`src/rtl/oka_pkg.sv`:
```
// Shared constants, FSM state encoding and the bit-spread helper for the
// sequential 24-bit overlap-free Karatsuba multiplier.
package oka_pkg;

   localparam int N  = 24;
   localparam int H  = 12;
   localparam int PW = 47;

   typedef enum logic [2:0] {
      IDLE = 3'd0,
      EVEN = 3'd1,
      ODD  = 3'd2,
      MID  = 3'd3,
      DONE = 3'd4
   } state_t;

   // spread(p) places p[k] at bit 2k, i.e. substitutes x -> x^2.
   function automatic logic [44:0] spread(input logic [22:0] p);
      logic [44:0] r;
      r = '0;
      for (int k = 0; k < 23; k++) begin
         r[2*k] = p[k];
      end
      return r;
   endfunction

endpackage

```
`src/rtl/OKA_12bit.sv`:
```
// Combinational 12x12 -> 23-bit carry-less multiplier, built as one level of
// overlap-free (even/odd) Karatsuba over three 6x6 schoolbook products.
module OKA_12bit
   import oka_pkg::*;
(
   input  logic [H-1:0]   a,
   input  logic [H-1:0]   b,
   output logic [2*H-2:0] y
);

   localparam int Q = H / 2;

   function automatic logic [2*Q-2:0] clmul6(input logic [Q-1:0] x, input logic [Q-1:0] z);
      logic [2*Q-2:0] r;
      r = '0;
      for (int i = 0; i < Q; i++) begin
         if (z[i]) r = r ^ ({{(Q-1){1'b0}}, x} << i);
      end
      return r;
   endfunction

   function automatic logic [4*Q-3:0] spread11(input logic [2*Q-2:0] p);
      logic [4*Q-3:0] r;
      r = '0;
      for (int k = 0; k < 2*Q-1; k++) begin
         r[2*k] = p[k];
      end
      return r;
   endfunction

   logic [Q-1:0]   ae, ao, be, bo;
   logic [2*Q-2:0] pe, po, pm;

   always_comb begin
      ae = '0;
      ao = '0;
      be = '0;
      bo = '0;
      for (int i = 0; i < Q; i++) begin
         ae[i] = a[2*i];
         ao[i] = a[2*i+1];
         be[i] = b[2*i];
         bo[i] = b[2*i+1];
      end
   end

   assign pe = clmul6(ae, be);
   assign po = clmul6(ao, bo);
   assign pm = clmul6(ae ^ ao, be ^ bo);

   // Cross term ae*bo ^ ao*be recovered as pm ^ pe ^ po, then recombined.
   assign y = {2'b00, spread11(pe)}
            ^ {1'b0, spread11(pm ^ pe ^ po), 1'b0}
            ^ {spread11(po), 2'b00};

endmodule

```
`src/rtl/oka_24bit_seq_ctrl.sv`:
```
// Sequential 24-bit GF(2) multiplier: one shared OKA_12bit core computes the
// three Karatsuba sub-products over EVEN/ODD/MID. Optional done_cnt via OKA_SEQ_CNT_EN.
module oka_24bit_seq_ctrl
   import oka_pkg::*;
(
   input  logic          clk,
   input  logic          rst,
   input  logic          in_valid,
   output logic          in_ready,
   input  logic [N-1:0]  a,
   input  logic [N-1:0]  b,
   output logic          out_valid,
   input  logic          out_ready,
   output logic [PW-1:0] y
`ifdef OKA_SEQ_CNT_EN
   ,
   output logic [15:0]   done_cnt
`endif
);

   // Handshakes: a transfer happens on a rising edge where valid && ready;
   // valid/ready levels are evaluated on that same edge.

   state_t state, nxt;

   logic [N-1:0]   a_r, b_r;
   logic [H-1:0]   ae, ao, be, bo;
   logic [H-1:0]   core_a, core_b;
   logic [2*H-2:0] core_y;
   logic [2*H-2:0] pe, po;

   always_comb begin
      ae = '0;
      ao = '0;
      be = '0;
      bo = '0;
      for (int i = 0; i < H; i++) begin
         ae[i] = a_r[2*i];
         ao[i] = a_r[2*i+1];
         be[i] = b_r[2*i];
         bo[i] = b_r[2*i+1];
      end
   end

   OKA_12bit u_core (
      .a (core_a),
      .b (core_b),
      .y (core_y)
   );

   always_ff @(posedge clk or posedge rst) begin
      if (rst) state <= IDLE;
      else     state <= nxt;
   end

   always_comb begin
      nxt = IDLE;
      case (state)
         IDLE:    nxt = in_valid ? EVEN : IDLE;
         EVEN:    nxt = ODD;
         ODD:     nxt = MID;
         MID:     nxt = DONE;
         DONE:    nxt = out_ready ? IDLE : DONE;
         default: nxt = IDLE;
      endcase
   end

   always_comb begin
      in_ready  = (state == IDLE);
      out_valid = (state == DONE);
      core_a    = '0;
      core_b    = '0;
      case (state)
         EVEN: begin
            core_a = ae;
            core_b = be;
         end
         ODD: begin
            core_a = ao;
            core_b = bo;
         end
         MID: begin
            core_a = ae ^ ao;
            core_b = be ^ bo;
         end
         default: begin
            core_a = '0;
            core_b = '0;
         end
      endcase
   end

   always_ff @(posedge clk or posedge rst) begin
      if (rst) begin
         a_r <= '0;
         b_r <= '0;
         pe  <= '0;
         po  <= '0;
         y   <= '0;
      end else begin
         if (state == IDLE && in_valid) begin
            a_r <= a;
            b_r <= b;
         end
         if (state == EVEN) pe <= core_y;
         if (state == ODD)  po <= core_y;
         // core_y holds pm during MID; the full product is assembled here.
         if (state == MID) begin
            y <= {2'b00, spread(pe)}
               ^ {1'b0, spread(pe ^ po ^ core_y), 1'b0}
               ^ {spread(po), 2'b00};
         end
      end
   end

`ifdef OKA_SEQ_CNT_EN
   always_ff @(posedge clk or posedge rst) begin
      if (rst)                            done_cnt <= '0;
      else if (state == DONE && out_ready) done_cnt <= done_cnt + 16'd1;
   end
`endif

endmodule

```
`config.mk`:
```
export PLATFORM = sky130hd
export DESIGN_NAME = oka_24bit_seq_ctrl
export DESIGN_NICKNAME = d
export VERILOG_FILES = /design/src/rtl/oka_pkg.sv /design/src/rtl/OKA_12bit.sv /design/src/rtl/oka_24bit_seq_ctrl.sv
export SDC_FILE = /design/constraint.sdc
export NUM_CORES = 1
export LEC_CHECK = 0
export CAP_MARGIN = 20
export CORE_MARGIN = 2
export CORE_UTILIZATION = 55
export CTS_CLUSTER_SIZE = 20
export DETAILED_ROUTE_END_ITERATION = 6
export PLACE_DENSITY = 0.9
export SLEW_MARGIN = 20
export SYNTH_ARGS = -nofsm -noshare
export SYNTH_HDL_FRONTEND = slang
export SYNTH_SLANG_ARGS = --single-unit
```
`constraint.sdc`:
```
create_clock -name clk -period 9.4 [get_ports clk]
set_input_delay 1.88 -clock clk [delete_from_list [all_inputs] [get_ports clk]]
set_output_delay 1.88 -clock clk [all_outputs]
set_load 0.1 [all_outputs]
```
==> metrics.txt <==
status finished, final reports clean; CTS Root Cell clkbuf_16; first-pass GRT wire length 30.9 mm; core footprint 15300 um2; Yosys top cell by area dfrtp_1; Worst Skew 0.00758 ns; share of post-route cells with drive strength above 1 0.157; top cells by area, synth dfrtp_1, xnor2_1, mux2_2, nand2_1, o21ai_0; Final min period 4.70 ns; CTS Sinks 144; Hold Path Origin y[4]; via/cell ratio 5.48; largest net degree at the start of global routing 106; final setup TNS 0 ns; clock buffer depth 2; syn nets 859; Req. time, crit path 7.52 ns; Layout fillers 1132; Pre-antenna DRT Iters 5; antenna violations before repair 0; Total Nets Final 942; Seq/Total Area, Yosys 0.419; io pins 101; final WL 18.6 mm; Fmax achieved 213 MHz; Die Height 129 um; DP Area 9690 um2; Layout area overhead 19.6%; Worst Hold Depth 2; ys async rst share 1.00; vias in the first global route 6108; WP data arrival 2.82 ns; CP max FO 30; die width 129 um; RSZ-0062 raised after global routing false; Yosys cell types 35; H-tree levels 4; post-CTS setup buffer count 0; post-cts resize count 0; Post-synth EDFFs 0; wire per inst 16.7 um; HP Class reg2reg; FF-to-FF End y[19]; # setup viols final 0; count leader, synth dfrtp_1; Hold Violations, Final 0; GRT overflow 0; # port buffers 100; Setup CP Type reg2out; Final Cycle Share 0.500; die footprint 16700 um2; Reg2Reg Depth 8; Yosys reg bits 144; Worst-Margin Slew 1.08 ns; Max Cap Viol 0; Rel. slew slack 0.279; initial core utilization 0.564; share of the synthesized area in the top cell type 0.419; top post-synthesis cells by count dfrtp_1, nand2_1, xnor2_1; CTS tree done; yosys warns 0; final antenna-violating net count 0; Mapped Area 8600 um2; Reg-to-Reg Start state[0]; Primary FF master, synth dfrtp_1; Ant. Diodes 0; post-synthesis cell count 807; GRT Overall Usage 0.237; initial DRC count 413; dpl hpwl 12.8 mm; Worst setup SP type flop; final non-filler cell area 10300 um2; Clk pin slew, worst setup/hold paths 0.06 ns; Remaining DRCs 0; hold_ws 0.476 ns; Hold Path End y[4]; Via Count 6110; fin. max-slew vios 0; gpl congestion 0.927; CTS buffer count 17; # rows 45; clk_lat worst skew 0.43 ns; Post-CTS Hold Buffers 0; CP endpoint kind output port; Avg Synthesized Cell Area 10.7 um2; flop2flop setup slack 5.16 ns
==> stage by stage <==
| step | utilization | setup slack [ns] | std cells |
|---|---|---|---|
| 2_1_floorplan | - | 3.65 | 807 |
| 5_1_grt | 0.674 | 4.59 | 1114 |
| 6_report | 0.674 | 4.70 | 1114 |
| 4_1_cts | 0.673 | 4.67 | 1113 |
| 3_3_place_gp | 0.635 | 5.15 | 1081 |
| 3_5_place_dp | 0.635 | 5.14 | 1081 |
==> worst max-delay path: stages, from the launching register on <==
cell	delay (ns)
dfrtp_1	0.78
nor2_1	0.29
nand2_1	0.11
inv_1	0.08
clkdlybuf4s50_1	1.13
==> worst max-delay path by stage <==
stage,start,to,slack (ns),cells past startpoint
after floorplan,rst,a_r[0],3.65,1
after global placement,state[0],in_ready,5.15,2
after detailed placement,state[0],out_valid,5.14,4
after CTS,state[0],out_valid,4.67,4
after global routing,state[0],out_valid,4.59,4
final,state[0],out_valid,4.70,4
==> layout make-up <==
cell class              instances  area [um2]  share of cell area
multi-input cells             618        4760               0.463
clock buffers                  19         443              0.0431
inverters                       2        12.5             0.00122
repair buffers                107        1070               0.104
well taps                     211         264              0.0257
flip-flops and latches        144        3600               0.350
clock inverters                13         128              0.0124
==> metal layers <==
metal  GRT usage  routed length [um]  vias to the layer above
met5           0                   0                        -
met4      0.0838                 356                        0
met3      0.0491                1110                       40
met2       0.387                9030                      232
met1       0.318                8110                     2918
li1            -                   -                     2920
==> layout by cell type, fill, tap and decap left out, types with 2 or more instances in the layout <==
master and count:
and3b_1 2, buf_4 5, clkbuf_16 17, clkdlybuf4s50_1 100, clkinv_2 2, clkinv_4 3, clkinvlp_4 2, dfrtp_1 143
inv_6 5, mux2_2 52, nand2_1 131, nand2_2 10, nand2_4 5, nand3b_1 5, nor2_1 13, nor3_1 64
nor3b_1 20, nor3b_2 3, o21ai_0 86, o21ai_1 6, o22ai_1 31, xnor2_1 108, xnor2_2 13, xnor2_4 10
xnor3_1 18, xor2_1 27, xor2_2 3, xor3_1 3
==> registers in the layout, indices dropped and copies added, names as in the netlist <==
signal / cells
y: 47
po: 23
pe: 23
state: 3
a_r: 24
b_r: 24
==> kinds of logic (layout without fill, tap and decap cells) <==
kind of cell / count (synthesis) / after routing / share of synthesized area
AOI/OAI and AO/OA: 124 / 124 / 0.0770
and+or+nand+nor: 258 / 258 / 0.148
muxes: 52 / 52 / 0.0681
buffers and inverters: 45 / 141 / 0.0271
DFF: 144 / 144 / 0.419
xor gates and xnor gates: 184 / 184 / 0.261
Power is left out: the tool's default activity adds up to more than one toggle a clock period on the data nets, which glitch-free logic cannot reach.
